## src/rtl/vic_writeback_buffer.sv

```systemverilog
// Writeback buffer behind the victim cache: queues fired lines, drains them
// in order to memory as BUS_STORE requests, and answers same-cycle lookups so
// a dcache miss can forward from a line that has not been written back yet.

package vic_wb_pkg;
   localparam int NUM_SET_BITS = 4;
   localparam int NUM_TAG_BITS = 13;

   typedef struct packed {
      logic                    valid;
      logic [NUM_TAG_BITS-1:0] tag;
      logic [63:0]             data;
   } CACHE_LINE_T;

   typedef enum logic [1:0] {
      BUS_NONE  = 2'h0,
      BUS_LOAD  = 2'h1,
      BUS_STORE = 2'h2
   } BUS_COMMAND;
endpackage

// state | meaning
// IDLE  | buffer empty, no request on the bus
// STORE | head entry presented to memory, retried until accepted
module vic_writeback_buffer
   import vic_wb_pkg::*;
#(
   parameter int DEPTH = 4
) (
   input  logic                       clock,
   input  logic                       reset,
   input  logic                       fired_valid,
   input  CACHE_LINE_T                fired_victim,
   input  logic [NUM_SET_BITS-1:0]    fired_set_index,
   input  logic                       lookup_valid,
   input  logic [NUM_TAG_BITS-1:0]    lookup_tag,
   input  logic [NUM_SET_BITS-1:0]    lookup_set_index,
   output logic                       lookup_hit,
   output logic [63:0]                lookup_data,
   input  logic                       mem_grant,
   input  logic [3:0]                 mem2proc_response,
   output logic [1:0]                 proc2mem_command,
   output logic [63:0]                proc2mem_addr,
   output logic [63:0]                proc2mem_data,
   output logic [$clog2(DEPTH):0]     count,
   output logic                       full,
   output logic                       overflow
);

   localparam int PW = $clog2(DEPTH);
   localparam int CW = PW + 1;
   localparam int PAD_BITS = 64 - NUM_TAG_BITS - NUM_SET_BITS - 3;
   localparam logic [CW-1:0] DEPTH_C = CW'(DEPTH);

   typedef enum logic {IDLE, STORE} state_t;

   state_t                  state_q, state_d;
   logic [PW-1:0]           head_q, head_d;
   logic [PW-1:0]           tail_q, tail_d;
   logic [CW-1:0]           count_q, count_d;
   logic                    overflow_q, overflow_d;
   logic [DEPTH-1:0]        valid_q;
   logic [NUM_TAG_BITS-1:0] tag_q  [DEPTH];
   logic [NUM_SET_BITS-1:0] set_q  [DEPTH];
   logic [63:0]             data_q [DEPTH];

   logic accept;
   logic enq;
   logic unused_fired_valid_bit;

   // The fired line's own valid bit carries no meaning here; fired_valid qualifies it.
   assign unused_fired_valid_bit = fired_victim.valid;

   // A full buffer still takes a new line when the head leaves on the same edge.
   assign accept = (state_q == STORE) & mem_grant & (|mem2proc_response);
   assign enq    = fired_valid & ((count_q < DEPTH_C) | accept);

   // Pointer, occupancy and sticky-overflow bookkeeping.
   always_comb begin
      head_d     = accept ? head_q + 1'b1 : head_q;
      tail_d     = enq    ? tail_q + 1'b1 : tail_q;
      count_d    = count_q;
      overflow_d = overflow_q | (fired_valid & ~enq);
      case ({enq, accept})
         2'b10:   count_d = count_q + 1'b1;
         2'b01:   count_d = count_q - 1'b1;
         default: count_d = count_q;
      endcase
   end

   // Next state and bus outputs; address/data only leave the block in STORE.
   always_comb begin
      state_d          = state_q;
      proc2mem_command = BUS_NONE;
      proc2mem_addr    = '0;
      proc2mem_data    = '0;
      case (state_q)
         IDLE: begin
            if (count_d != '0) state_d = STORE;
         end
         STORE: begin
            proc2mem_command = mem_grant ? BUS_STORE : BUS_NONE;
            proc2mem_addr    = {{PAD_BITS{1'b0}}, tag_q[head_q], set_q[head_q], 3'b000};
            proc2mem_data    = data_q[head_q];
            if (accept && count_d == '0) state_d = IDLE;
         end
         default: state_d = IDLE;
      endcase
   end

   // Forwarding lookup: walk oldest to youngest so the youngest match wins.
   always_comb begin
      logic [PW-1:0] idx;
      idx         = '0;
      lookup_hit  = 1'b0;
      lookup_data = '0;
      if (lookup_valid) begin
         for (int i = 0; i < DEPTH; i++) begin
            idx = head_q + PW'(i);
            if (valid_q[idx] && tag_q[idx] == lookup_tag && set_q[idx] == lookup_set_index) begin
               lookup_hit  = 1'b1;
               lookup_data = data_q[idx];
            end
         end
      end
   end

   // Control registers; valid is set after clear so a full-buffer swap keeps the slot live.
   always_ff @(posedge clock) begin
      if (reset) begin
         state_q    <= IDLE;
         head_q     <= '0;
         tail_q     <= '0;
         count_q    <= '0;
         overflow_q <= 1'b0;
         valid_q    <= '0;
      end else begin
         state_q    <= state_d;
         head_q     <= head_d;
         tail_q     <= tail_d;
         count_q    <= count_d;
         overflow_q <= overflow_d;
         if (accept) valid_q[head_q] <= 1'b0;
         if (enq)    valid_q[tail_q] <= 1'b1;
      end
   end

   // Line storage; contents are qualified by valid_q so they need no reset.
   always_ff @(posedge clock) begin
      if (enq) begin
         tag_q[tail_q]  <= fired_victim.tag;
         set_q[tail_q]  <= fired_set_index;
         data_q[tail_q] <= fired_victim.data;
      end
   end

   assign count    = count_q;
   assign full     = (count_q == DEPTH_C);
   assign overflow = overflow_q;

endmodule

```

## config.mk

```make
export PLATFORM = sky130hd
export DESIGN_NAME = vic_writeback_buffer
export DESIGN_NICKNAME = d
export VERILOG_FILES = /design/src/rtl/vic_writeback_buffer.sv
export SDC_FILE = /design/constraint.sdc
export NUM_CORES = 1
export LEC_CHECK = 0
export CORE_MARGIN = 2
export CORE_UTILIZATION = 56
export DETAILED_ROUTE_END_ITERATION = 12
export PLACE_DENSITY_LB_ADDON = 0.2
export SLEW_MARGIN = 20
export SYNTH_ARGS = -nofsm -noshare
export SYNTH_HDL_FRONTEND = slang
export SYNTH_SLANG_ARGS = --single-unit
```

## constraint.sdc

```tcl
create_clock -name clock -period 6 [get_ports clock]
set_clock_uncertainty 0.2 [all_clocks]
set_input_delay 1.2 -clock clock [delete_from_list [all_inputs] [get_ports clock]]
set_output_delay 1.2 -clock clock [all_outputs]
set_load 0.05 [all_outputs]
```

# == Word level (Yosys, flattened, before mapping) ==
# Memory sizes are Yosys's and may differ from the RTL's. A register that Yosys moved wholly into a read port is not among the register bits.
# Index checks and enable logic that the tools add are counted.
# totals
register_bits,13
ram_bits,324
input_bits,108
output_inout_bits,200
wordCells,100
n_memories,3
# op_classes
add_sub_neg,6
order_cmp,8
n_eq_ne,11
muxes,41
bitwise,11
reduce_logical,14
# mem_list
memory,depth,width,read_ports,rd_clocked_by_memory_dff,wr,line,text
data_q,4,64,4,1,1,65,logic [63:0] data_q [DEPTH];
tag_q,4,13,4,1,1,63,logic [NUM_TAG_BITS-1:0] tag_q [DEPTH];
set_q,4,4,4,1,1,64,logic [NUM_SET_BITS-1:0] set_q [DEPTH];
# op_table
cell,count
2-to-1 mux 64 bit,6
equality test 13 bit,4
2-to-1 mux 20 bit,1
equality test 4 bit,4
2-to-1 mux 2 bit,8
< comparator 2 x 3 -> 1 bit (second input constant),5
2-to-1 mux 1 bit,15
2-to-1 mux 4 bit,3
logical AND 1 bit,11
binary-select mux 1 bit (select 2 bit),4
case mux 3 bit (2 select lines),1
adder 2 x 1 -> 2 bit (second input constant),2
adder 2 bit (second input constant),2
bitwise AND 1 bit,4
bitwise AND 4 bit,1
demux 1 bit (select 2 bit),2
greater-or-equal comparator 2 x 1 -> 1 bit (second input constant),2
NOT 4 bit,1
OR 4 bit,1
OR reduction 4 bit,1
adder 3 x 1 -> 3 bit (second input constant),1
equality test 3 bit (second input constant),1
logical NOT 3 bit,1
< comparator 3 bit (second input constant),1
other kinds (7),9

# == Logic depth before layout (Yosys ltp) ==
# Gate-level depths: netlist of the first run.
# logic_depth
word_depth,10
depth_mapped,16
mapped_depth_nobuf,11

# == Worst setup path after synthesis of the first run ==
# OpenSTA, ideal clock, no wires.
# synth_path
kind,reg2out
startpoint,register head_q[0]
endpoint,output port lookup_data[44]
arrival_ns,4.221
required_ns,4.600
path_slack_ns,0.379
stages_incl_launch_ff,17
n_path_buf,6
cell_sequence,dfxtp_1 -> buf_4 -> buf_4 -> buf_4 -> inv_1 -> ha_1 -> buf_4 -> mux4_2 -> xnor2_1 -> nand4_1 -> a2111o_1 -> a2111oi_4 -> buf_4 -> buf_4 -> o211ai_1 -> o211a_1 -> o22ai_1
# synth_via
elab_chain_len,9
elab_cells_between_ends,33
classes_between,add/sub: 3; eq/ne: 6; mux: 13; reduce/logical: 8; memory: 3
# synth_lines
element,line,text
"start, declared",58,"logic [PW-1:0] head_q, head_d;"
"start signal, assigned",132,head_q <= '0;
"start signal, assigned",139,head_q <= head_d;
adder 2 x 1 -> 2 bit / binary-select mux 1 bit (select 2 bit) (equally long branches),"119, 120",
memory read (4 x 13 bit) (tied with other cells),n/a,
equality test 13 bit (tied with other cells),120,if (valid_q[idx] && tag_q[idx] == lookup_tag && set_q[idx] == lookup_set_index) begin
logical AND 1 bit,120,
logical AND 1 bit / 2-to-1 mux 64 bit (equally long branches),120,
2-to-1 mux 64 bit (2 in a row),120,
2-to-1 mux 64 bit *,120,
2-to-1 mux 64 bit *,117,if (lookup_valid) begin
"end, declared",39,"output logic [63:0] lookup_data,"
# Every way passes the cells marked *; elsewhere a longest branch is shown, timed or not. The select of a mux whose other input is x is not followed.

# == Final worst setup path of the first run ==
# layout_path
startpoint,register head_q[1]
endpoint,output port lookup_data[41]
# Same word-level chain as after synthesis.

==> results of run 1 <==
[cell usage after synthesis (all sizes together) (2+ instances only)]
master and number:
o211a 64, a222oi 2, and3 8, nor4b 2
o2bb2ai 2, a22oi 4, a31oi 6, nand3 5
a21oi 79, nor4 8, xnor2 41, a211oi 3
inv 81, nor2b 7, mux4 153, nand2 89
buf 108, and2 79, nand4 7, o22ai 71
o211ai 68, nor3 5, o21ai 70, a2111oi 3
ha 9, mux2i 139, dfxtp 15, xor2 23
nand2b 5, mux2 74, nor2 83, edfxtp 324
clkbuf 95
[worst max-delay path by stage]
stage	depth (start not counted)	startpoint	to	slack [ps]
global placement	12	lookup_tag[11]	lookup_data[7]	260
CTS	11	head_q[0]	lookup_data[6]	10
global route	13	head_q[1]	lookup_data[41]	30
finish	13	head_q[1]	lookup_data[41]	190
detailed placement	12	lookup_tag[11]	lookup_data[6]	230
floorplan	16	head_q[0]	lookup_data[44]	380
[power breakdown]
| part | leakage (nW) | switching, mW | internal (mW) |
|---|---|---|---|
| sequential | 3.10 | 0.167 | 2.85 |
| clock | 0.633 | 0.935 | 1.43 |
| combinational | 4.87 | 2.13 | 1.38 |
[worst register-to-register path, delay by kind of cell (launching register included)]
family / cells / cell delay, ps
DFF: 1 / 510
AOI/OAI and AO/OA: 2 / 740
and+or+nand+nor: 2 / 1190
buffers and inverters: 1 / 460
[per-stage QoR]
stage / hold WS [ps] / util (%)
CTS: 282 / 67.1
global placement: 248 / 63.7
finish: 280 / 67.3
floorplan: 289 / -
global route: 312 / 67.3
detailed placement: 270 / 63.7
[state kept, by name, summed over array words and instances (netlist names), named ones only]
register / flops
set_q: 16
head_q: 2
tail_q: 2
overflow: 1
valid_q: 4
tag_q: 52
count: 3
state_q: 1
data_q: 256
[cells by family (layout without fill, tap and decap cells)]
kind of cell / after synthesis / in the layout / synth area share (%)
DFF: 339 / 339 / 45.9
buffers and inverters: 285 / 457 / 6.29
other: 1 / 53 / 0.0172
and+or+nand+nor: 302 / 303 / 6.69
xor gates and xnor gates: 64 / 64 / 2.56
adders and majority gates: 10 / 10 / 0.607
muxes: 366 / 366 / 25.9
AOI/OAI and AO/OA: 382 / 382 / 12.0
[layout make-up]
cell class                 instances  area, sq um
sequential                       339        10000
tap                              518          648
multi-input combinational       1173        10700
inverter                          82          308
clock inverter                    23          224
antenna                            5         12.5
timing repair buffer             307         2950
fill                            2765        12600
clock buffer                      45         1050
[routing by layer]
metal / part of all wire, % / vias up / global-route usage, %
li1: - / 7073 / -
met1: 40 / 7970 / 37.2
met2: 50 / 686 / 48.1
met3: 7.9 / 100 / 5.00
met4: 2.9 / 2 / 10.7
met5: 0.022 / - / 0
[cell usage in the layout, fill, tap and decap left out, types with 5 or more instances in the layout]
cell type,netlist,routed
ha_1,9,8
nand2_1,88,88
xnor2_1,41,41
diode_2,0,5
dfxtp_1,15,10
o211a_1,64,64
edfxtp_1,324,324
nor4_1,7,7
conb_1,1,48
nor3_1,5,5
clkinv_2,0,12
nand3_1,5,5
nand4_1,7,7
and2_1,79,75
nor2_1,83,83
a21oi_1,79,79
a31oi_1,5,5
clkbuf_16,0,42
o21ai_0,70,70
mux4_2,153,153
buf_12,0,9
o22ai_1,71,69
and3_1,8,8
inv_1,81,81
mux2i_1,139,139
mux2_2,74,74
xor2_1,23,23
nor2b_1,7,7
o211ai_1,68,68
buf_4,60,99
clkdlybuf4s50_1,0,193
[what timing repair did]
item / in CTS / in global routing
gates cloned: 0 / 2
setup endpoints to repair: 52 / 56
resized for setup: 1 / 5
setup buffers: 3 / 0
pin swaps: 1 / 1
==> impl_metrics.toml, run 1 <==
[timing]
tns_ps = 0
max_freq_mhz = 172
slew_headroom_pct = 24.7
rsz0062_at_grt = "false"
hold_violations = 0
fin_crit_ps = 5810
tightest_slew_ps = 1130
finalSetupViolations = 0
min_period_over_period_pct = 96.9
setup_ws_ps = 189
finalMaxSlewViolations = 0

[floorplan]
dieWidth_um = 202
die_y_um = 202
start_util_pct = 56.7
ios = 308
core-area_sq_um = 38600
design.die.area_sq_um = 40600
rows = 72

[placement]
dp_slack_ps = 234
place_congestion = 0.937
portBuffers = 258
dp_hpwl_um = 35900
dp.cells = 2414
placedInstanceArea_sq_um = 24600

[worst_setup_path]
startpoint_type = "flop"
critPathMostFrequentCell = "buf_12"
reg2reg_from = "state_q"
reg2reg_depth = 5
path_cells = "inv_1 -> ha_4 -> mux4_2 -> xnor2_1 -> nand4_1 -> a2111o_1 -> a2111oi_4 -> buf_12 -> buf_12 -> o211ai_1 -> o211a_1 -> o22ai_2 -> buf_4"
worstPathRequired_ps = 4600
crit_family = "compound AO/OA/AOI/OAI gates"
worst-path-buf-inv = 4
max_stage_delay_ps = 530
worst-path-max-fanout = 39
critPathArrivalTime_ps = 4410
critPathCaptureType = "primary output"
cp_slowest_cell = "mux4_2"
crit_type = "reg -> out"
regToRegSetupSlack_ps = 2580
reg2reg_to = "data_q[3][46]"

[pwr]
power_mw = 8.89
powerDensity_nw_per_um2 = 343
ir_worst_vdd_mv = 0.279
p_leak_nw = 8.60

[final_layout]
final_cells = 2492
fin_area_sq_um = 25900
area_growth_pct = 18.7
final_nets = 2060
drive_above_1_share_pct = 21.5

[clocking]
path_clk_slew_ps = 60
cts_tree = "yes"
clk_latency_ps = 550
htreeDepth = 2
holdBufCountCts = 0
cts_root_buf = "clkbuf_16"
cts-buffers-inserted = 39
clock_path_buffers = 3
cts.sinks = 339

[logic_synthesis]
synthTopCellsByArea = "edfxtp_1 45%, mux4_2 16%, mux2i_1 6.4%"
ys_seq_area_share_pct = 45.9
async_flop_share_pct = 0
synth_top_area_share_pct = 44.5
syn_inst = 1749
syn-cell-area_sq_um = 21900
post-synth-top-area-cell = "edfxtp_1"
yosys_warnings = 0
yosys_most_used_dff = "edfxtp_1"
synth_edf_count = 324
ys_seq_elements = 339
syn_avg_cell_area_sq_um = 12.5
synth_cell_types = 59

[global_route]
globalRouteOverflowTotal = 0
grt_pass1_wl_um = 89300
grt.total_usage_pct = 28.6
grt_pass1_vias = 15600
grt_max_degree = 140
antenna_found_initial = 4

[hold_path]
whs_path_depth = 2
min_from = "overflow"
hold_path.class = "reg -> reg"
whs_endpoint = "overflow"

[routing]
viasPerCell = 6.35
drtIter0Drc = 1415
vias = 15800
totalWireLength_um = 58800
drt_pre_antenna_iters = 6
drc = 0
antenna_left = 0
post_drt_wl_per_cell_um = 23.6

[job]
timing.max_cap.violations = 0

[status]
outcome = "completed"
Note: power is estimated with default switching activity, not from simulation.
==> run 2, diff against run 1 <==
--- a/config.mk
+++ b/config.mk
@@ -5,6 +5,7 @@
 export SDC_FILE = /design/constraint.sdc
 export NUM_CORES = 1
 export LEC_CHECK = 0
+export CORE_ASPECT_RATIO = 1.2
 export CORE_MARGIN = 2
 export CORE_UTILIZATION = 56
 export DETAILED_ROUTE_END_ITERATION = 12
==> run 2 against run 1 <==
Effect of this change: the run now ends with setup timing left; fmax down 3.2%; final cell count about the same; utilization is 0.27 points higher; sequential power barely moved; final area increased by 0.64%; clock power down 8%; global-route usage is 0.79 points higher; die area hardly changed; via count up 0.65%; hold slack worse by 11 ps; largest cell class unchanged; highest routed layer unchanged.
==> impl_metrics.toml, run 2 (synthesis gave the netlist of run 1 again) <==
[floorplan]
design.die.area_sq_um = 40600
die_y_um = 220
dieWidth_um = 184
rows = 79
core-area_sq_um = 38600
start_util_pct = 56.5
ios = 308

[routing]
wl_met2_um = 30700
wl_met1_um = 22100
totalWireLength_um = 60000
post_drt_wl_per_cell_um = 24.1
drtIter0Drc = 1280
top_layer = "met5"
antenna_left = 0
drt_pre_antenna_iters = 5
met3WireLength_um = 4400
vias = 15900
drc = 0
viasPerCell = 6.39

[worst_setup_path]
reg2reg_depth = 5
startpoint_type = "flop"
reg2reg_from = "state_q"
critPathArrivalTime_ps = 4600
worst-path-max-fanout = 9
worstPathRequired_ps = 4600
crit_type = "reg -> out"
critPathCaptureType = "primary output"
reg2reg_to = "data_q[0][20]"
regToRegSetupSlack_ps = 2130

[clocking]
clock_path_buffers = 3
cts-buffers-inserted = 37
clk_latency_ps = 520
post_cts_buffers = 0
cts.sinks = 339
htreeDepth = 2
path_clk_slew_ps = 60
cts_root_buf = "clkbuf_16"
cts_tree = "yes"

[global_route]
globalRouteOverflowTotal = 0
antenna_found_initial = 3
grt.total_usage_pct = 29.3
grt_max_degree = 258
grt_pass1_vias = 16200
grt_pass1_wl_um = 90400

[pwr]
power_mw = 8.73
ir_worst_vdd_mv = 0.252
powerDensity_nw_per_um2 = 334
p_leak_nw = 8.60

[status]
violations = "setup timing"
outcome = "finished, violations left"

[final_layout]
final_cells = 2494
final_nets = 2056
fin_area_sq_um = 26100
drive_above_1_share_pct = 20.9
fillers = 2796
top_register = "data_q"
area_growth_pct = 19.5
largest_register_ffs = 256
mostFrequentLayoutCells = "324 x edfxtp_1, 193 x clkdlybuf4s50_1, 153 x mux4_2"
final_common_cell = "edfxtp_1"
reg_top3 = "data_q x256, tag_q x52, set_q x16"

[timing]
hold_slack_ps = 269
tightest_slew_ps = 1140
slew_headroom_pct = 24.2
tns_ps = -1.26
fin_crit_ps = 6000
finalMaxSlewViolations = 0
rsz0062_at_grt = "false"
max_freq_mhz = 167
setup_ws_ps = -1.26
hold_violations = 0
finalSetupViolations = 1
min_period_over_period_pct = 100

[placement]
dp_hpwl_um = 37300
place_congestion = 0.929
placedInstanceArea_sq_um = 24900
portBuffers = 258
dp.cells = 2424

[hold_path]
whs_path_depth = 2
min_from = "overflow"
whs_endpoint = "overflow"
hold_path.class = "reg -> reg"

[job]
timing.max_cap.violations = 0
## run 2: layout make-up
type	count	area, sq um	area share, %
Clock inverter	18	154	0.589
Clock buffer	48	998	3.82
Antenna cell	3	7.51	0.0288
Multi-Input combinational cell	1172	10700	40.9
Sequential cell	339	10000	38.5
Tap cell	526	658	2.52
Timing Repair Buffer	306	3260	12.5
Inverter	82	308	1.18
## run 2: critical path, stage by stage (launching register included)
cell and delay [ps]:
dfxtp_4 420, inv_1 130, ha_4 400, mux4_2 540, xnor2_1 150, buf_4 170
nand4_1 190, a2111o_1 390, a2111oi_4 420, buf_12 210, buf_4 190, o211ai_1 110
o211a_1 200, o22ai_1 230, buf_4 190, buf_12 140
## run 2: timing repair
item,CTS,global route
resized for setup,1,1
hold buffers,0,0
cloned,0,1
endpoints found under the setup margin,1,31
endpoints found under the hold margin,0,0
pin swaps,0,1
## run 2: worst max path at each step
stage          slack [ps]     startpoint               to  cells after the start
2_1_floorplan         380      head_q[0]  lookup_data[44]                     16
6_report               -1      head_q[0]  lookup_data[49]                     15
5_1_grt                30      head_q[0]  lookup_data[49]                     15
3_5_place_dp          160  lookup_tag[4]  lookup_data[54]                     10
3_3_place_gp          150  lookup_tag[4]  lookup_data[51]                     10
4_1_cts                30      head_q[0]  lookup_data[49]                     15
## run 2: metal layers
metal | vias to the layer above | global-route usage, %
li1 | 7064 | -
met1 | 7975 | 34.8
met3 | 170 | 5.97
met5 | - | 0
met2 | 719 | 50.5
met4 | 6 | 15.5
## run 2: stage by stage
step	setup slack (ps)	util (%)
detailed placement	157	64.5
global placement	152	64.5
global route	31.8	67.5
floorplan	379	-
finish	-1.26	67.6
CTS	26.1	67.5
## run 2: where the power goes
part | switching, mW | internal, mW | total [mW]
Sequential | 0.175 | 2.85 | 3.03
Combinational | 2.16 | 1.37 | 3.53
Clock | 0.910 | 1.26 | 2.17
Total | 3.24 | 5.49 | 8.73
==> run 3, diff against run 2 <==
--- a/config.mk
+++ b/config.mk
@@ -7,7 +7,8 @@
 export LEC_CHECK = 0
 export CORE_ASPECT_RATIO = 1.2
 export CORE_MARGIN = 2
-export CORE_UTILIZATION = 56
+export CORE_UTILIZATION = 57
+export CTS_BUF_LIST = sky130_fd_sc_hd__clkbuf_4 sky130_fd_sc_hd__clkbuf_8
 export DETAILED_ROUTE_END_ITERATION = 12
 export PLACE_DENSITY_LB_ADDON = 0.2
 export SLEW_MARGIN = 20
==> run 3 against run 2 <==
Effect of this change: the flow now finishes without violations; die area fell by 1.7%; sequential share of layout area barely moved; setup slack improved by 120 ps; highest routed layer unchanged; flip-flop and latch count did not move; utilization rose by 1.5 points; first-iteration DRC count rose by 14%; largest power group unchanged; largest cell class unchanged; via count rose by 0.61%; combinational power barely moved; sequential power barely moved.
==> impl_metrics.toml, run 3 (synthesis gave the netlist of run 1 again) <==
[worst_setup_path]
path_cells = "inv_1 -> ha_4 -> mux4_2 -> xnor2_1 -> buf_4 -> nand4_1 -> a2111o_1 -> a2111oi_4 -> buf_6 -> buf_12 -> o211ai_1 -> o211a_1 -> o22ai_1 -> buf_4"
startpoint_type = "flop"
worst-path-buf-inv = 5
worstPathRequired_ps = 4600
worst-path-max-fanout = 13
cp_slowest_cell = "mux4_2"
reg2reg_from = "state_q"
critPathMostFrequentCell = "buf_4"
critPathArrivalTime_ps = 4480
reg2reg_to = "data_q[3][32]"
crit_family = "compound AO/OA/AOI/OAI gates"
reg2reg_depth = 5
max_stage_delay_ps = 540
regToRegSetupSlack_ps = 2030
crit_type = "reg -> out"
critPathCaptureType = "primary output"

[timing]
hold_violations = 0
tightest_slew_ps = 1060
min_period_over_period_pct = 98.0
fin_crit_ps = 5880
slew_headroom_pct = 29.1
finalSetupViolations = 0
tns_ps = 0
finalMaxSlewViolations = 0
hold_slack_ps = 285
max_freq_mhz = 170
rsz0062_at_grt = "false"
setup_ws_ps = 122

[pwr]
power_mw = 8.55
ir_worst_vdd_mv = 0.246
powerDensity_nw_per_um2 = 328
p_leak_nw = 8.69

[clocking]
clock_path_buffers = 3
cts_root_buf = "clkbuf_8"
htreeDepth = 2
cts.sinks = 339
path_clk_slew_ps = 60
clk_latency_ps = 610
cts_tree = "yes"
cts-buffers-inserted = 55
holdBufCountCts = 0

[routing]
drtIter0Drc = 1458
post_drt_wl_per_cell_um = 24.0
drc = 0
totalWireLength_um = 60100
drt_pre_antenna_iters = 5
antenna_left = 0
vias = 16000
viasPerCell = 6.41

[final_layout]
drive_above_1_share_pct = 22.9
final_common_cell = "edfxtp_1"
mostFrequentLayoutCells = "324 x edfxtp_1, 193 x clkdlybuf4s50_1, 153 x mux4_2"
top_register = "data_q"
fillers = 2731
post-route-util_pct = 69.1
area_growth_pct = 19.3
final_nets = 2093
largest_register_ffs = 256
reg_top3 = "data_q x256, tag_q x52, set_q x16"

[job]
timing.max_cap.violations = 0

[global_route]
globalRouteOverflowTotal = 0
grt_pass1_vias = 16300
antenna_found_initial = 6
grt_pass1_wl_um = 91400
grt.total_usage_pct = 30.0
grt_max_degree = 258

[status]
outcome = "completed"

[floorplan]
design.die.area_sq_um = 39900
die_y_um = 218
core-area_sq_um = 37800
dieWidth_um = 183
rows = 78
start_util_pct = 57.9
ios = 308

[hold_path]
whs_path_depth = 2
whs_endpoint = "overflow"
hold_path.class = "reg -> reg"
min_from = "overflow"

[placement]
dp_slack_ps = 239
dp_hpwl_um = 38600
place_congestion = 0.951
portBuffers = 258
## run 3: cell types whose count changed in the layout (fill, tap and decap cells not counted), sizes merged
cell and change:
clkinvlp -1, buf +20, clkinv +14, clkbuf +18
diode +2, bufinv +1
## run 3: cell type report
cell class / count / area [sq um] / share of cell area, %
antenna: 5 / 12.5 / 0.0480
clock inverter: 32 / 220 / 0.844
tap: 480 / 601 / 2.30
sequential: 339 / 10000 / 38.5
multi-input combinational: 1172 / 10700 / 40.9
inverter: 82 / 308 / 1.18
timing repair buffer: 325 / 3350 / 12.8
clock buffer: 67 / 866 / 3.32
## run 3: timing repair
action | in CTS | in global routing
buffers inserted | 0 | 2
cloned | 0 | 0
setup endpoints to repair | 19 | 4
gates resized for setup | 4 | 0
hold endpoints to repair | 0 | 0
pin swaps | 2 | 1
## run 3: worst register-to-register path: stages, from the launching register on
cell and delay (ps):
dfxtp_2 860, and2_1 250, o41ai_1 150, a21boi_1 600, and2_4 640, buf_4 830
## run 3: worst max-delay path by stage
stage	start	endpoint	slack, ps	cells after the start
global route	head_q[0]	lookup_data[36]	1	14
global placement	lookup_set_index[0]	lookup_data[49]	170	11
detailed placement	lookup_tag[8]	lookup_data[53]	240	11
CTS	head_q[0]	lookup_data[63]	120	14
floorplan	head_q[0]	lookup_data[44]	380	16
finish	head_q[0]	lookup_data[63]	120	14
## run 3: power breakdown
part / leakage, nW / total, mW / switching (mW) / internal, mW
Sequential: 3.10 / 3.03 / 0.178 / 2.85
Combinational: 5.02 / 3.53 / 2.15 / 1.38
Clock: 0.578 / 1.99 / 0.915 / 1.08
## run 3: layer usage
metal | wire (um) | global-route usage, % | vias to the layer above
met5 | 13 | 0 | -
met4 | 2700 | 15.6 | 2
met3 | 4130 | 5.13 | 148
met2 | 31100 | 52.4 | 710
met1 | 22100 | 35.9 | 8029
li1 | - | - | 7142
## run 3: through the flow
stage | std cells | cell area, sq um
after detailed placement | 2396 | 25000
after global routing | 2502 | 26100
after floorplan | 1796 | 22000
after CTS | 2495 | 26100
final | 2502 | 26100
after global placement | 2396 | 25000
